[src/rtl/clave_hit_judge.sv]
// Grades player button presses against the five son-clave beats of one measure
// and keeps score/combo; all outputs registered, one cycle after the judged tick.
module clave_hit_judge #(
   parameter logic [12:0] MAXCOUNT = 13'd6600,
   parameter logic [12:0] WINDOW   = 13'd100,
   parameter logic [12:0] PERFECT  = 13'd30,
   parameter logic [12:0] BEAT0    = 13'd400,
   parameter logic [12:0] BEAT1    = 13'd1600,
   parameter logic [12:0] BEAT2    = 13'd2800,
   parameter logic [12:0] BEAT3    = 13'd4400,
   parameter logic [12:0] BEAT4    = 13'd5200
) (
   input  logic        clk,
   input  logic        reset,
   input  logic        go,
   input  logic [12:0] count,
   input  logic        btn,
   output logic        hit_perfect,
   output logic        hit_good,
   output logic        miss,
   output logic [2:0]  beat_idx,
   output logic [15:0] score,
   output logic [7:0]  combo,
   output logic        done
);

   typedef enum logic [1:0] {IDLE, ARMED, OPEN, DONE} state_t;

   state_t      state, state_nxt;
   logic        sync1, sync2, sync3, press;
   logic [12:0] beat, win_lo, win_hi, diff;
   logic        window_closed, perfect_zone;
   logic [16:0] score_sum;
   logic [15:0] score_sat;
   logic [7:0]  combo_sat;
   logic [2:0]  beat_nxt;
   logic [15:0] score_nxt;
   logic [7:0]  combo_nxt;
   logic        perfect_nxt, good_nxt, miss_nxt, advance;

   // Two-flop synchronizer, then a registered rising-edge detect: one press per push.
   always_ff @(posedge clk or posedge reset) begin
      if (reset) begin
         sync1 <= 1'b0;
         sync2 <= 1'b0;
         sync3 <= 1'b0;
         press <= 1'b0;
      end else begin
         sync1 <= btn;
         sync2 <= sync1;
         sync3 <= sync2;
         press <= sync2 & ~sync3;
      end
   end

   always_comb begin
      case (beat_idx)
         3'd0:    beat = BEAT0;
         3'd1:    beat = BEAT1;
         3'd2:    beat = BEAT2;
         3'd3:    beat = BEAT3;
         default: beat = BEAT4;
      endcase
   end

   assign win_lo        = beat - WINDOW;
   assign win_hi        = beat + WINDOW;
   assign diff          = (count >= beat) ? (count - beat) : (beat - count);
   assign perfect_zone  = (diff <= PERFECT);
   // MAXCOUNT closes the window even if the beat table were mis-set past the measure end.
   assign window_closed = (count > win_hi) || (count >= MAXCOUNT);

   assign score_sum = {1'b0, score} + {15'd0, perfect_zone ? 2'd2 : 2'd1};
   assign score_sat = score_sum[16] ? 16'hFFFF : score_sum[15:0];
   assign combo_sat = (combo == 8'hFF) ? combo : combo + 8'd1;

   always_comb begin
      state_nxt   = state;
      beat_nxt    = beat_idx;
      score_nxt   = score;
      combo_nxt   = combo;
      perfect_nxt = 1'b0;
      good_nxt    = 1'b0;
      miss_nxt    = 1'b0;
      advance     = 1'b0;
      if (go) begin
         state_nxt = ARMED;
         beat_nxt  = 3'd0;
         score_nxt = 16'd0;
         combo_nxt = 8'd0;
      end else begin
         case (state)
            ARMED: if (count >= win_lo) state_nxt = OPEN;
            OPEN: begin
               // A closing window wins over a press landing on the same tick.
               if (window_closed) begin
                  miss_nxt  = 1'b1;
                  combo_nxt = 8'd0;
                  advance   = 1'b1;
               end else if (press) begin
                  perfect_nxt = perfect_zone;
                  good_nxt    = ~perfect_zone;
                  score_nxt   = score_sat;
                  combo_nxt   = combo_sat;
                  advance     = 1'b1;
               end
            end
            default: state_nxt = state;
         endcase
         if (advance) begin
            beat_nxt  = beat_idx + 3'd1;
            state_nxt = (beat_idx == 3'd4) ? DONE : ARMED;
         end
      end
   end

   always_ff @(posedge clk or posedge reset) begin
      if (reset) begin
         state       <= IDLE;
         beat_idx    <= 3'd0;
         score       <= 16'd0;
         combo       <= 8'd0;
         hit_perfect <= 1'b0;
         hit_good    <= 1'b0;
         miss        <= 1'b0;
      end else begin
         state       <= state_nxt;
         beat_idx    <= beat_nxt;
         score       <= score_nxt;
         combo       <= combo_nxt;
         hit_perfect <= perfect_nxt;
         hit_good    <= good_nxt;
         miss        <= miss_nxt;
      end
   end

   assign done = (state == DONE);

endmodule

[config.mk]
export PLATFORM = sky130hd
export DESIGN_NAME = clave_hit_judge
export DESIGN_NICKNAME = d
export VERILOG_FILES = /design/src/rtl/clave_hit_judge.sv
export SDC_FILE = /design/constraint.sdc
export NUM_CORES = 1
export LEC_CHECK = 0
export ABC_AREA = 1
export BUFFER_PORTS_ARGS = -buffer_cell sky130_fd_sc_hd__clkbuf_2
export CAP_MARGIN = 20
export CORE_ASPECT_RATIO = 2
export CORE_MARGIN = 4
export CORE_UTILIZATION = 37
export CTS_CLUSTER_DIAMETER = 200
export DETAILED_ROUTE_END_ITERATION = 8
export PLACE_DENSITY_LB_ADDON = 0.3
export SLEW_MARGIN = 30
export SYNTH_ARGS = -nofsm -noshare
export SYNTH_HDL_FRONTEND = slang
export SYNTH_SLANG_ARGS = --single-unit
export TNS_END_PERCENT = 100
[constraint.sdc]
create_clock -name clk -period 11.75 [get_ports clk]
set_input_delay 2.35 -clock clk [delete_from_list [all_inputs] [get_ports clk]]
set_output_delay 2.35 -clock clk [all_outputs]
set_load 0.01 [all_outputs]
==> run summary, run 1 <==
Status -> finished clean
Hold path cells -> 0
Synth async-reset ratio -> 100%
CP endpoint kind -> register
Syn Std Cell Area -> 3940 µm²
WS Path Type -> primary input to register
Vias -> 3982
CP most frequent cell -> nand2_1
Crit-path max cell delay -> 500 ps
Fillers -> 1173
H-Tree Depth -> 2
Std cell rows -> 53
Yosys cell types -> 36
Max-cap viol count -> 0
Port bufs -> 47
Area grow syn2layout -> 12.9%
Mapped Cells -> 604
Final Hold Fails -> 0
Die extent in x -> 80.9 µm
Commonest cells in the synthesized netlist -> 192 x nand2_1, 89 x inv_1, 47 x ha_1
Setup ws final -> 5990 ps
Postcts setup bufs -> 0
Synthesized Nets -> 670
Max Clk Rate -> 174 MHz
# nets final -> 718
Clk root buf -> clkbuf_16
Pre-Repair DR Iteration Count -> 4
Fin crit period -> 5760 ps
Final std cells w/o fill -> 789
Cts repair resizes -> 0
CTS tree -> built
Final Skew -> 4.78 ps
Setup total negative slack -> 0 ps
GP Congestion -> 1.00
Clock-pin slew on the worst setup and hold paths -> 50 ps
Ys flop type -> dfrtp_1
Unrepaired setup endpoints after global routing -> no
Rel. slew slack -> 62.2%
Seq/Total Area, Yosys -> 22.9%
Share of layout cells above drive strength 1 -> 13.7%
First-pass GRT wire length -> 19.0 mm
Crit path max-delay cell type -> ha_1
Fin crit share -> 49.0%
Post-synth top area cell -> dfrtp_1
Final setup violation count -> 0
DIE HEIGHT -> 154 µm
# IOs -> 48
Initial antenna violation count -> 0
Starting Density -> 37.6%
Cell Count Post-Placement -> 782
Multi-input gate area -> 2630 µm²
EDFF count, synth -> 0
Max IR drop VDD -> 130 µV
Detailed Route WL -> 11.8 mm
CP Launch Type -> primary input
Syn Area/Cell -> 6.52 µm²
R2r worst-path depth -> 30
DP HPWL -> 9.75 mm
Post-detailed-route wirelength per cell -> 14.9 µm
Fin area -> 4440 µm²
Leakage -> 2.51 nW
Total die area -> 12500 µm²
Final ANT Viol Nets -> 0
Ant diodes -> 0
Final slew viol count -> 0
Critical Path RT -> 11900 ps
DRT iter0 DRCs -> 140
Post-synthesis register bit count -> 36
Total gr overflow -> 0
Largest net degree at the start of global routing -> 37
Worst hold path class -> register to register
Area contributors post-synth -> dfrtp_1 23%, nand2_1 18%, ha_1 15%
Clk buf depth -> 2
CORE AREA -> 10500 µm²
Synth warn -> 0
Clock sink count -> 36
Most frequent cell after synthesis -> nand2_1
Least-Margin Pin Slew -> 564 ps
PwrDens -> 181 nW/µm²
Placed Area -> 4310 µm²
CTS buffer count -> 5
Worst skew pair latency -> 280 ps
Yosys top cell area share -> 22.9%
Crit Path Max Fanout -> 7
Seq. cell area -> 901 µm²
Total GRT Usage -> 20.0%
Vias in the first global route -> 4082
Drt drc -> 0
Worst EP arrival -> 5910 ps
Cts hold-fix bufs -> 0
Dpl ws -> 5730 ps
Vias per cell -> 5.05
[final cells by class]
type	count	area share (%)
Tap cell	137	3.86
Clock inverter	1	0.113
Timing Repair Buffer	48	5.46
Sequential cell	36	20.3
Clock buffer	6	2.90
Multi-Input combinational cell	465	59.3
Inverter	96	8.11
[per-layer routing]
| metal | track usage (%) | vias up | share of wire [%] |
|---|---|---|---|
| li1 | - | 2014 | - |
| met1 | 18.2 | 1826 | 34 |
| met2 | 38.3 | 99 | 55 |
| met3 | 2.23 | 43 | 2.8 |
| met4 | 14.7 | 0 | 8.1 |
| met5 | 0 | - | 0 |
[where the power goes]
part	switching, W	internal, W
registers	0.00000876	0.000131
logic	0.000360	0.000178
clock network	0.0000481	0.0000770
[critical path: cells and delay by family]
family / cells / cell delay [ps]
simple gates: 17 / 1760
buf+inv: 3 / 340
fa+ha+maj: 3 / 1180
compound gates: 3 / 260
[worst paths after layout]
kind	start	endpoint	slack, ps
min in group asynchronous	reset	score[11]$_DFFE_PP0P_	2160
worst min-delay path	sync1$_DFF_PP0_	sync2$_DFF_PP0_	350
worst max-delay path	count[8]	score[15]$_DFFE_PP0P_	5990
max in group asynchronous	reset	combo[1]$_DFFE_PP0P_	9260
worst min register to register	sync1$_DFF_PP0_	sync2$_DFF_PP0_	350
worst max register to register	beat_idx[0]$_DFFE_PP0P_	score[15]$_DFFE_PP0P_	6470
[cells in the final DEF, fill, tap and decap left out, types with 2 or more instances in the layout]
| master | netlist | final |
|---|---|---|
| a21oi_1 | 26 | 26 |
| nand4_1 | 14 | 14 |
| o21bai_1 | 3 | 3 |
| nor2_4 | 3 | 3 |
| ha_1 | 47 | 47 |
| o22ai_1 | 2 | 2 |
| dfrtp_1 | 36 | 36 |
| xnor2_1 | 2 | 2 |
| nand3_2 | 5 | 5 |
| inv_2 | 7 | 7 |
| nor2_2 | 8 | 8 |
| nand2_1 | 192 | 192 |
| nor3_1 | 8 | 8 |
| xor2_1 | 14 | 14 |
| o21ai_0 | 33 | 33 |
| nand3_1 | 42 | 42 |
| clkbuf_2 | 0 | 47 |
| fa_1 | 2 | 2 |
| o2111ai_1 | 2 | 2 |
| or2_2 | 3 | 3 |
| nand2_2 | 3 | 3 |
| inv_1 | 89 | 89 |
| clkbuf_16 | 0 | 5 |
| nor2_1 | 45 | 45 |
[through the flow]
stage                     utilization (%)  hold WS [ps]  power, W
after detailed placement             41.1           340  0.000675
after floorplan                         -           331  0.000539
final                                42.4           350  0.000803
after global placement               41.1           337  0.000664
after global routing                 42.4           355  0.000890
after CTS                            42.4           352  0.000805
[flip-flops by register name (all words and copies together), names as in the netlist]
name / cells
sync3: 1
combo: 8
sync2: 1
score: 16
beat_idx: 3
miss: 1
hit_good: 1
state: 2
hit_perfect: 1
press: 1
sync1: 1
[logic make-up (layout without fill, tap and decap cells)]
logic type                 Yosys count  count (layout)  share of synthesized area (%)
adders and majority gates           49              49                           16.0
AOI/OAI and AO/OA                   71              71                           9.82
xor gates and xnor gates            16              16                           3.56
buffers and inverters              103             151                           10.2
DFF                                 36              36                           22.9
and+or+nand+nor                    329             329                           37.6
(Power assumes the default switching activity.)
==> run 2: changes to the inputs <==
Clock period 11.75 ns to 5.04 ns, I/O delays scaled along.
==> run 2 against run 1 <==
- global-route usage fell by 1.2 points
- critical path depth rose by 5
- via count rose by 2.5%
- clock skew rose by 0.69 ps
- routed wire length fell by 4.0%
- combinational power rose by 140%
- final area rose by 3.3%
- worst setup slack got worse by 5600 ps
- power rose by 140%
- clock power rose by 150%
- die area did not move
- flip-flop and latch count did not move
==> run summary, run 2 (same netlist as run 1, synthesis figures left out) <==
H-Tree Depth -> 2
Pre-Repair DR Iteration Count -> 4
Clk root buf -> clkbuf_16
R2r worst-path depth -> 31
Fin area -> 4590 µm²
Post-detailed-route wirelength per cell -> 14.2 µm
Crit Path Max Fanout -> 8
Most frequent cells in the layout -> 190 x nand2_1, 86 x inv_1, 47 x clkbuf_2
DRT iter0 DRCs -> 160
DIE HEIGHT -> 154 µm
CP Launch Type -> register
Dpl ws -> -5.47 ps
Hold path cells -> 0
Setup ws final -> 379 ps
Final setup violation count -> 0
Worst hold path endpoint -> sync3$_DFF_PP0_
Max-cap viol count -> 0
Worst EP arrival -> 4880 ps
WS Path Type -> register to register
Fin crit period -> 4660 ps
Rel. slew slack -> 70.0%
Clock-pin slew on the worst setup and hold paths -> 60 ps
# nets final -> 725
CORE AREA -> 10500 µm²
Max Clk Rate -> 215 MHz
CTS tree -> built
Final Skew -> 5.47 ps
First-pass GRT wire length -> 18.3 mm
R2r startpoint -> beat_idx[1]$_DFFE_PP0P_
Least-Margin Pin Slew -> 450 ps
WHS -> 371 ps
Total gr overflow -> 0
Hold Crit Start -> sync2$_DFF_PP0_
Critical Path RT -> 5260 ps
Total GRT Usage -> 18.9%
Top reg by flops -> score
Total die area -> 12500 µm²
# IOs -> 48
Fin crit share -> 92.5%
Status -> finished clean
Share of layout cells above drive strength 1 -> 17.7%
Area grow syn2layout -> 16.6%
Clk buf depth -> 2
GP Congestion -> 0.975
Starting Density -> 37.6%
CP most frequent cell -> nand2_1
Detailed Route WL -> 11.3 mm
CTS buffer count -> 5
DP HPWL -> 9.41 mm
CP endpoint kind -> register
Worst skew pair latency -> 280 ps
RR Endpoint -> score[7]$_DFFE_PP0P_
Final slew viol count -> 0
Drt drc -> 0
Clock sink count -> 36
Placed Area -> 4330 µm²
Leakage -> 2.55 nW
Crit-path max cell delay -> 410 ps
Max IR drop VDD -> 301 µV
PwrDens -> 420 nW/µm²
Die extent in x -> 80.9 µm
Initial antenna violation count -> 0
Worst hold path class -> register to register
Internal reg-to-reg setup slack -> 380 ps
Cts hold-fix bufs -> 0
Vias in the first global route -> 4002
Largest regs -> score (16), combo (8), beat_idx (3)
Port bufs -> 47
CP top delay family -> simple AND/OR/NAND/NOR gates
Leading cell type in the layout, fill and taps excluded -> nand2_1
WP buf/inv -> 5
Final ANT Viol Nets -> 0
Vias per cell -> 5.12
Final Hold Fails -> 0
Std cell rows -> 53
Vias -> 4081
Crit path max-delay cell type -> dfrtp_1
Largest net degree at the start of global routing -> 37
Ant diodes -> 0
Max FFs per register -> 16
run 2: final cells by class:
type | instances | area, µm²
fillers | 1144 | 5890
multi-input cells | 465 | 2710
flip-flops and latches | 36 | 902
inverters | 96 | 360
repair buffers | 55 | 295
well taps | 137 | 171
clock buffers | 6 | 139
clock inverters | 2 | 10.0
run 2: report_power, final:
group          leakage [nW]  internal [W]  total [W]  switching [W]
sequential            0.487      0.000307   0.000327      0.0000199
clock                0.0766      0.000195   0.000309       0.000114
combinational          1.99      0.000461    0.00129       0.000830
run 2: per-layer routing:
metal | routed length, µm | part of all wire [%] | vias up | global-route usage (%)
li1 | - | - | 2045 | -
met1 | 3880 | 34 | 1866 | 18.4
met2 | 6320 | 56 | 128 | 35.6
met3 | 392 | 3.5 | 42 | 2.17
met4 | 705 | 6.2 | 0 | 11.8
met5 | 0 | 0 | - | 0
run 2: worst max-delay path by stage:
stage | startpoint | endpoint | cells past startpoint
2_1_floorplan | beat_idx[0]$_DFFE_PP0P_ | score[15]$_DFFE_PP0P_ | 34
4_1_cts | beat_idx[0]$_DFFE_PP0P_ | score[7]$_DFFE_PP0P_ | 29
5_1_grt | beat_idx[1]$_DFFE_PP0P_ | score[15]$_DFFE_PP0P_ | 33
3_5_place_dp | beat_idx[0]$_DFFE_PP0P_ | score[7]$_DFFE_PP0P_ | 29
3_3_place_gp | beat_idx[0]$_DFFE_PP0P_ | score[7]$_DFFE_PP0P_ | 29
6_report | beat_idx[1]$_DFFE_PP0P_ | score[7]$_DFFE_PP0P_ | 31
run 2: metrics by stage:
stage / power (W) / instances / setup TNS, ps / util [%]
global route: 0.00213 / 797 / -2.17 / 43.8
detailed placement: 0.00155 / 785 / -5.47 / 41.3
finish: 0.00193 / 797 / 0 / 43.8
CTS: 0.00187 / 793 / 0 / 42.8
global placement: 0.00152 / 785 / 0 / 41.3
floorplan: 0.00126 / 604 / 0 / -
run 2: repair_timing:
item / 4_1_cts / 5_1_grt
pin swaps: 0 / 4
buffers inserted: 0 / 4
endpoints found under the setup margin: 2 / 16
resized for setup: 1 / 24
==> run 3: changes to the inputs <==
Settings changed: BUFFER_PORTS_ARGS -buffer_cell sky130_fd_sc_hd__clkbuf_2 to unset, DONT_BUFFER_PORTS set to 1.
==> run 3 against run 2 <==
- via count down 6.1%
- clock skew down 1.1 ps
- die area stayed put
- sequential power increased by 2%
- sequential share of layout area is 0.98 points higher
- critical endpoint unchanged
==> run summary, run 3 (same netlist as run 1, synthesis figures left out) <==
GP Congestion -> 0.943
Std cell rows -> 53
DRT iter0 DRCs -> 91
Comb power frac -> 65.0%
Worst hold path class -> register to register
CP most frequent cell -> nand2_1
Largest net degree at the start of global routing -> 37
DP HPWL -> 9.52 mm
Share of layout cells above drive strength 1 -> 11.7%
Clk root buf -> clkbuf_16
Seq pwr share -> 17.1%
Hold path cells -> 0
Total die area -> 12500 µm²
First-pass GRT wire length -> 18.4 mm
Least-Margin Pin Slew -> 464 ps
Vias -> 3833
Clk buf depth -> 2
Vias per cell -> 5.08
CP Launch Type -> register
CORE AREA -> 10500 µm²
Int Pwr -> 0.000988 W
Final Hold Fails -> 0
Fin area -> 4380 µm²
Setup total negative slack -> 0 ps
Status -> finished clean
Clock sink count -> 36
Hold Crit Start -> sync1$_DFF_PP0_
Internal reg-to-reg setup slack -> 400 ps
Final Skew -> 4.37 ps
Largest regs -> score (16), combo (8), beat_idx (3)
Final ANT Viol Nets -> 0
Worst EP arrival -> 4860 ps
Crit Path Max Fanout -> 7
# IOs -> 48
Area grow syn2layout -> 11.3%
Clk network pwr share -> 17.9%
Initial antenna violation count -> 0
Max Clk Rate -> 215 MHz
Critical Path RT -> 5250 ps
Crit path max-delay cell type -> dfrtp_2
WS Path Type -> register to register
Starting Density -> 37.6%
Crit-path max cell delay -> 460 ps
H-Tree Depth -> 2
CP top delay family -> simple AND/OR/NAND/NOR gates
CTS tree -> built
Clock-pin slew on the worst setup and hold paths -> 60 ps
CTS buffer count -> 5
Ant diodes -> 0
CP endpoint kind -> register
PwrDens -> 444 nW/µm²
Final Power -> 0.00195 W
Leading cell type in the layout, fill and taps excluded -> nand2_1
Fin crit share -> 92.1%
Pre-Repair DR Iteration Count -> 4
Total GRT Usage -> 19.1%
Post-detailed-route wirelength per cell -> 15.2 µm
Top reg by flops -> score
Max FFs per register -> 16
RR Endpoint -> score[7]$_DFFE_PP0P_
Vias in the first global route -> 3840
Detailed Route WL -> 11.5 mm
WP buf/inv -> 5
Placed Area -> 4140 µm²
Most frequent cells in the layout -> 189 x nand2_1, 86 x inv_1, 44 x ha_1
Worst skew pair latency -> 280 ps
Rel. slew slack -> 69.1%
Fin crit period -> 4640 ps
Leakage -> 2.35 nW
Fillers -> 1149
Switching pwr -> 0.000958 W
Final setup violation count -> 0
Drt drc -> 0
Worst hold path endpoint -> sync2$_DFF_PP0_
Port bufs -> 0
# nets final -> 682
Total gr overflow -> 0
Final slew viol count -> 0
Max IR drop VDD -> 213 µV
R2r worst-path depth -> 29
Max-cap viol count -> 0
Die extent in x -> 80.9 µm
R2r startpoint -> beat_idx[0]$_DFFE_PP0P_
WHS -> 351 ps
Sw frac -> 49.2%
DIE HEIGHT -> 154 µm
run 3: cell types whose count changed in the layout (fill, tap and decap cells not counted), moves of 2 or more:
| cell | previous run | this run |
|---|---|---|
| clkbuf_2 | 47 | 0 |
| buf_4 | 8 | 12 |
| nor2_1 | 39 | 41 |
| nor2_2 | 12 | 10 |
run 3: how the worst max path moves through the flow:
stage	to	start	cells after the start	slack (ps)
2_1_floorplan	score[15]$_DFFE_PP0P_	beat_idx[0]$_DFFE_PP0P_	34	650
3_3_place_gp	score[15]$_DFFE_PP0P_	beat_idx[0]$_DFFE_PP0P_	34	110
3_5_place_dp	score[7]$_DFFE_PP0P_	beat_idx[0]$_DFFE_PP0P_	34	6
4_1_cts	score[7]$_DFFE_PP0P_	beat_idx[0]$_DFFE_PP0P_	32	20
5_1_grt	score[5]$_DFFE_PP0P_	beat_idx[0]$_DFFE_PP0P_	34	-20
6_report	score[7]$_DFFE_PP0P_	beat_idx[0]$_DFFE_PP0P_	29	400
run 3: power by group through the flow:
| stage | Combinational [W] | Sequential (W) | Clock (W) |
|---|---|---|---|
| global route | 0.00143 | 0.000336 | 0.000367 |
| finish | 0.00126 | 0.000333 | 0.000348 |
| CTS | 0.00123 | 0.000332 | 0.000358 |
| global placement | 0.00121 | 0.000337 | 0 |
| floorplan | 0.000926 | 0.000330 | 0 |
| detailed placement | 0.00122 | 0.000337 | 0 |
run 3: per-stage QoR:
step | util [%] | worst slack [ps] | std cells
after global placement | 39.5 | 111 | 744
after CTS | 41.1 | 23.5 | 752
after detailed placement | 39.5 | 6.20 | 744
after floorplan | - | 647 | 604
after global routing | 41.8 | -22.5 | 754
final | 41.8 | 396 | 754
run 3: layout make-up:
class                      count  area, µm²  share of cell area (%)
multi-input combinational    465       2690                    61.4
sequential                    36        903                    20.6
inverter                      96        363                    8.29
tap                          137        171                    3.91
clock buffer                   6        129                    2.94
timing repair buffer          12       90.1                    2.06
clock inverter                 2       35.0                   0.800
run 3: per-layer routing:
metal	global-route usage, %	wire length, µm	vias to the layer above
met5	0	0	-
met4	12.6	757	0
met3	4.34	536	41
met2	36.0	6330	99
met1	17.2	3850	1752
li1	-	-	1941
run 3: repair_timing:
action                                  in CTS  in global routing
hold buffers                                 0                  0
setup buffers                                0                  2
endpoints found under the setup margin       2                 16
resized for setup                            1                 20
pin swaps                                    0                  3
